==> config.mk <==
export PLATFORM = sky130hd
export DESIGN_NAME = hotel_booking
export DESIGN_NICKNAME = d
export VERILOG_FILES = /design/src/rtl/hotel_booking.sv
export SDC_FILE = /design/constraint.sdc
export NUM_CORES = 1
export LEC_CHECK = 0
export ABC_AREA = 0
export BUFFER_PORTS_ARGS = -buffer_cell sky130_fd_sc_hd__buf_2
export CAP_MARGIN = 20
export CORE_ASPECT_RATIO = 0.75
export CORE_MARGIN = 2
export CORE_UTILIZATION = 30
export DETAILED_ROUTE_END_ITERATION = 10
export GPL_TIMING_DRIVEN = 0
export MAX_ROUTING_LAYER = met4
export PLACE_DENSITY_LB_ADDON = 0.05
export SYNTH_ARGS = -nofsm -noshare
export SYNTH_HDL_FRONTEND = slang
export SYNTH_SLANG_ARGS = --single-unit
export TNS_END_PERCENT = 50
==> constraint.sdc <==
create_clock -name clk -period 6 [get_ports clk]
set_input_delay 0.6 -clock clk [delete_from_list [all_inputs] [get_ports clk]]
set_output_delay 0.6 -clock clk [all_outputs]
set_load 0.05 [all_outputs]
==> src/rtl/hotel_booking.sv <==
// hotel_booking: seven-room booking desk; a rising edge on register books a free room and bills the stay.
module hotel_booking (
  input  logic        clk,
  input  logic        rst,
  input  logic [2:0]  room_selection,
  input  logic        ac_selection,
  input  logic        wifi_selection,
  input  logic [2:0]  days,
  input  logic        register,
  output logic [15:0] bill,
  output logic [3:0]  room1,
  output logic [3:0]  room2,
  output logic [3:0]  room3_1,
  output logic [3:0]  room3_2,
  output logic [3:0]  room4_1,
  output logic [3:0]  room4_2,
  output logic [3:0]  room5,
  output logic [1:0]  ac_wifi
);
  logic        reg_d;
  logic [3:0]  st [1:7];
  logic [7:0]  occ;
  logic        acc, vip, dbl, incl, ac_g;
  logic [15:0] rate;
  always_comb begin
    occ = '0;
    for (int i = 1; i < 8; i++) occ[i] = st[i][3];
    vip  = room_selection == 3'd1 || room_selection == 3'd2;
    dbl  = room_selection == 3'd3 || room_selection == 3'd4;
    incl = room_selection == 3'd5 || room_selection == 3'd6;
    ac_g = incl | (~dbl & ac_selection);
    acc  = register & ~reg_d & (room_selection != 3'd0) & (days != 3'd0) & ~occ[room_selection];
    // AC is free in rooms where it is part of the package, so only charged elsewhere
    rate = (vip ? 16'd2000 : dbl ? 16'd800 : incl ? 16'd1200 : 16'd1000)
         + ((ac_g & ~incl) ? 16'd300 : 16'd0)
         + (wifi_selection ? 16'd100 : 16'd0);
  end
  always_ff @(posedge clk) begin
    if (rst) begin
      reg_d   <= 1'b0;
      bill    <= '0;
      ac_wifi <= '0;
      for (int i = 1; i < 8; i++) st[i] <= '0;
    end else begin
      reg_d <= register;
      if (acc) begin
        bill    <= rate * {13'd0, days};
        ac_wifi <= {ac_g, wifi_selection};
        for (int i = 1; i < 8; i++)
          if (room_selection == 3'(i)) st[i] <= {1'b1, days};
      end
    end
  end
  assign room1   = st[1];
  assign room2   = st[2];
  assign room3_1 = st[3];
  assign room3_2 = st[4];
  assign room4_1 = st[5];
  assign room4_2 = st[6];
  assign room5   = st[7];
endmodule

==> impl_results.md <==
* Outcome: completed
* Post-Syn Instances at roughly 310
* Req. time, crit path at 6.15 ns
* Post-Layout Cell Count at approximately 500
* Synth area leaders: edfxtp_1, dfxtp_1, ha_1
* Critical path peak fanout at 9
* Family with the most delay on the worst path: adder cells
* Reg clk slew, reported paths at roughly 0.060 ns
* Worst min path class: reg -> reg
* Pins over their slew limit at 0
* Average cell area after synthesis at between 9 and 10 µm²
* Detailed Route Iter0 Violations at a little under 100
* Dpl hpwl at 5710 µm
* Overall power at 1.11 mW
* Sinks on Clock Net at 44
* Post-CTS setup buffers at 0
* PnR worst setup slack at roughly 0.76 ns
* Worst slew pin tran at just under 0.7 ns
* Starting density of the core at 31.1%
* Worst path cell trace: buf_2, inv_1, ha_1, o31ai_1, nand3_1, inv_1, ha_1, ha_1, fa_1, a31oi_1, nor2b_1, o21bai_1, xnor2_1, nand2_1, fa_1, inv_1, ha_1, a21oi_1, o21ai_0, a31oi_1, mux2i_1, o21ai_0
* Pwr/cell area at approximately 300 nW/µm²
* Worst R2R End: st[0][20]$_SDFFCE_PN0P_
* R2r startpoint: st[0][19]$_DFFE_PP_
* Lkg Pwr at 1.76 nW
* Post-CTS Resized at 0
* Post-layout min period at approximately 5.2 ns
* IO Count at 57
* Setup_tns at 0 ns
* Vias at roughly 2,300
* Max-cap violations at 0
* Fmax at 191 MHz
* Share of cells above drive strength 1 at between 20% and 30%
* Cts hold-fix bufs at 0
* Clock network power share at roughly 28%
* Crit start category: input pin
* Reg2reg path depth at 5
* Register bit total from synthesis at 44
* DRT Wirelength at between 7000 and 8000 µm
* Final setup violation count at 0
* Layout area overhead at 19.5%
* Largest net degree at the start of global routing at 14
* Crit path capture type: register
* Dpl cells at roughly 500
* Most frequent cell after synthesis: nand2_1
* Sw Share at between 30% and 40%
* Critical path buffer and inverter count at 4
* Number of CTS-inserted buffers at 5
* NumNets Final at 414
* CP Class: in -> reg
* Yosys Warn Count at 0
* Vias per inst at around 4.6
* Tcrit/Tclk final at between 80 and 90%
* H-tree depth at 2
* Primary FF master, synth: edfxtp_1
* Die ar. at about 11,000 µm²
* Row count at 31
* Pre-CTS WS at approximately 0.48 ns
* Final Hold Viols at 0
* Initial antenna violation count at 0
* Port Buf Inserts at 51
* Routability cong. at between 0.7 and 0.8
* Slew Limit Headroom at between 50% and 60%
* Placed Area at 3470 µm²
* Pre-Repair DR Iteration Count at 4
* Clock Skew at around 0.0046 ns
* Core box area at 9770 µm²
* Clock root cell: clkbuf_16
* Worst hold path depth at 2
* Worst skew pair latency at roughly 0.29 ns
* Synth area leader: edfxtp_1
* Power share of the sequential group at about a third
* Yosys cell types at 47
* Grt total ovfl at 0
* EDFF count, synth at 28
* Die height at slightly above 90 µm
* CP Launch Point: room_selection[0]
* CP max stage delay at 0.52 ns
* Post-synth top cells: nand2_1, edfxtp_1, inv_1
* Final instance area at ~3600 µm²
* Synthesized cell area at 3040 µm²
* DRC viols at 0
* Routed length per placed instance at 14.7 µm
* Number of global-route vias before repair at roughly 2,200
* Hold path start: bill[13]$_SDFFE_PP0P_
* Worst VDD drop at approximately 0.00014 V
* CP arrival at approximately 5.4 ns
* Sequential share of the synthesized area at about two fifths
* TritonCTS clock tree: done
* R2R Setup Slk at roughly 3.9 ns
* Gr usage total at between 10% and 20%
* Hold Path End: bill[13]$_SDFFE_PP0P_
* Post-route ant nets at 0
* Async S/R FF share, synth at 0%
* Gate power share at about 40%
* RSZ-0062 raised after global routing: false
* Cell mode on critical path: ha_1
* Maximum buffer depth of the clock tree at 2
* CP max stage cell: fa_1
* Int Pwr at between 0.6 and 0.7 mW
* Share of the synthesized area in the top cell type at about 28%
* Die width at between 100 and 150 µm
* First-pass GRT wire length at ~12,000 µm
* P_sw at between 0.4 and 0.5 mW
-- worst max-delay path by stage --
stage                       endpoint  slack (ns)  cells after the start
2_1_floorplan  bill[12]$_SDFFE_PP0P_        1.27                     21
3_3_place_gp   bill[13]$_SDFFE_PP0P_        0.45                     22
3_5_place_dp   bill[13]$_SDFFE_PP0P_        0.48                     22
4_1_cts        bill[13]$_SDFFE_PP0P_        0.75                     22
5_1_grt        bill[12]$_SDFFE_PP0P_        0.26                     22
6_report       bill[13]$_SDFFE_PP0P_        0.76                     22
-- per-layer routing --
layer	wire length [µm]	vias to the layer above	part of all wire, %	global-route usage (%)
met4	27	0	0.37	2.33
met3	339	2	4.6	3.20
met5	0	-	0	-
met2	2720	46	37	18.2
li1	-	1194	-	-
met1	4310	1082	58	23.1
-- state kept, by name (all words and copies together), names as in the netlist --
register  count
st           28
reg_d         1
bill         13
ac_wifi       2
-- layout by cell type (no fill, tap or decap), drive strengths merged, types with 10 or more instances in the layout --
| cell type | n |
|---|---|
| a21oi | 18 |
| and2 | 10 |
| and3 | 24 |
| buf | 57 |
| clkbuf | 17 |
| dfxtp | 16 |
| edfxtp | 28 |
| fa | 10 |
| ha | 25 |
| inv | 27 |
| nand2 | 29 |
| nor2 | 15 |
-- logic make-up after synthesis --
group,after synthesis,synth area share [%]
AND/OR/NAND/NOR,103,17.7
AO/OA/AOI/OAI,61,14.1
flip-flops,44,38.2
buffers and inverters,44,6.37
adder cells (fa/ha/maj),35,16.9
XOR/XNOR,10,2.88
multiplexers,10,3.74
other,1,0.123
-- worst min-delay path, cell delays in order (launching register included) --
cell and delay [ns]:
dfxtp_1 0.31, nand2b_1 0.06, o21ai_0 0.06
-- area by class of cell --
| type | instances | area (µm²) |
|---|---|---|
| Timing Repair Buffer | 51 | 255 |
| Inverter | 27 | 101 |
| Sequential cell | 44 | 1160 |
| Buffer | 17 | 92.6 |
| Fill cell | 1046 | 6140 |
| Antenna cell | 1 | 2.50 |
| Multi-Input combinational cell | 222 | 1700 |
| Clock buffer | 6 | 129 |
| Tap cell | 132 | 165 |
| Clock inverter | 2 | 35.0 |
-- through the flow --
stage	utilization [%]	hold slack, ns
finish	37.2	0.466
global route	37.2	0.510
CTS	37.2	0.467
detailed placement	35.5	0.456
global placement	35.5	0.453
floorplan	-	0.690
-- power groups by stage --
stage / Combinational [mW] / Clock (mW) / Sequential (mW)
after floorplan: 0.284 / 0 / 0.427
final: 0.446 / 0.310 / 0.349
after global placement: 0.449 / 0 / 0.356
after CTS: 0.452 / 0.320 / 0.350
after detailed placement: 0.450 / 0 / 0.356
after global routing: 0.504 / 0.330 / 0.352
Note: power is estimated with default switching activity, not from simulation.
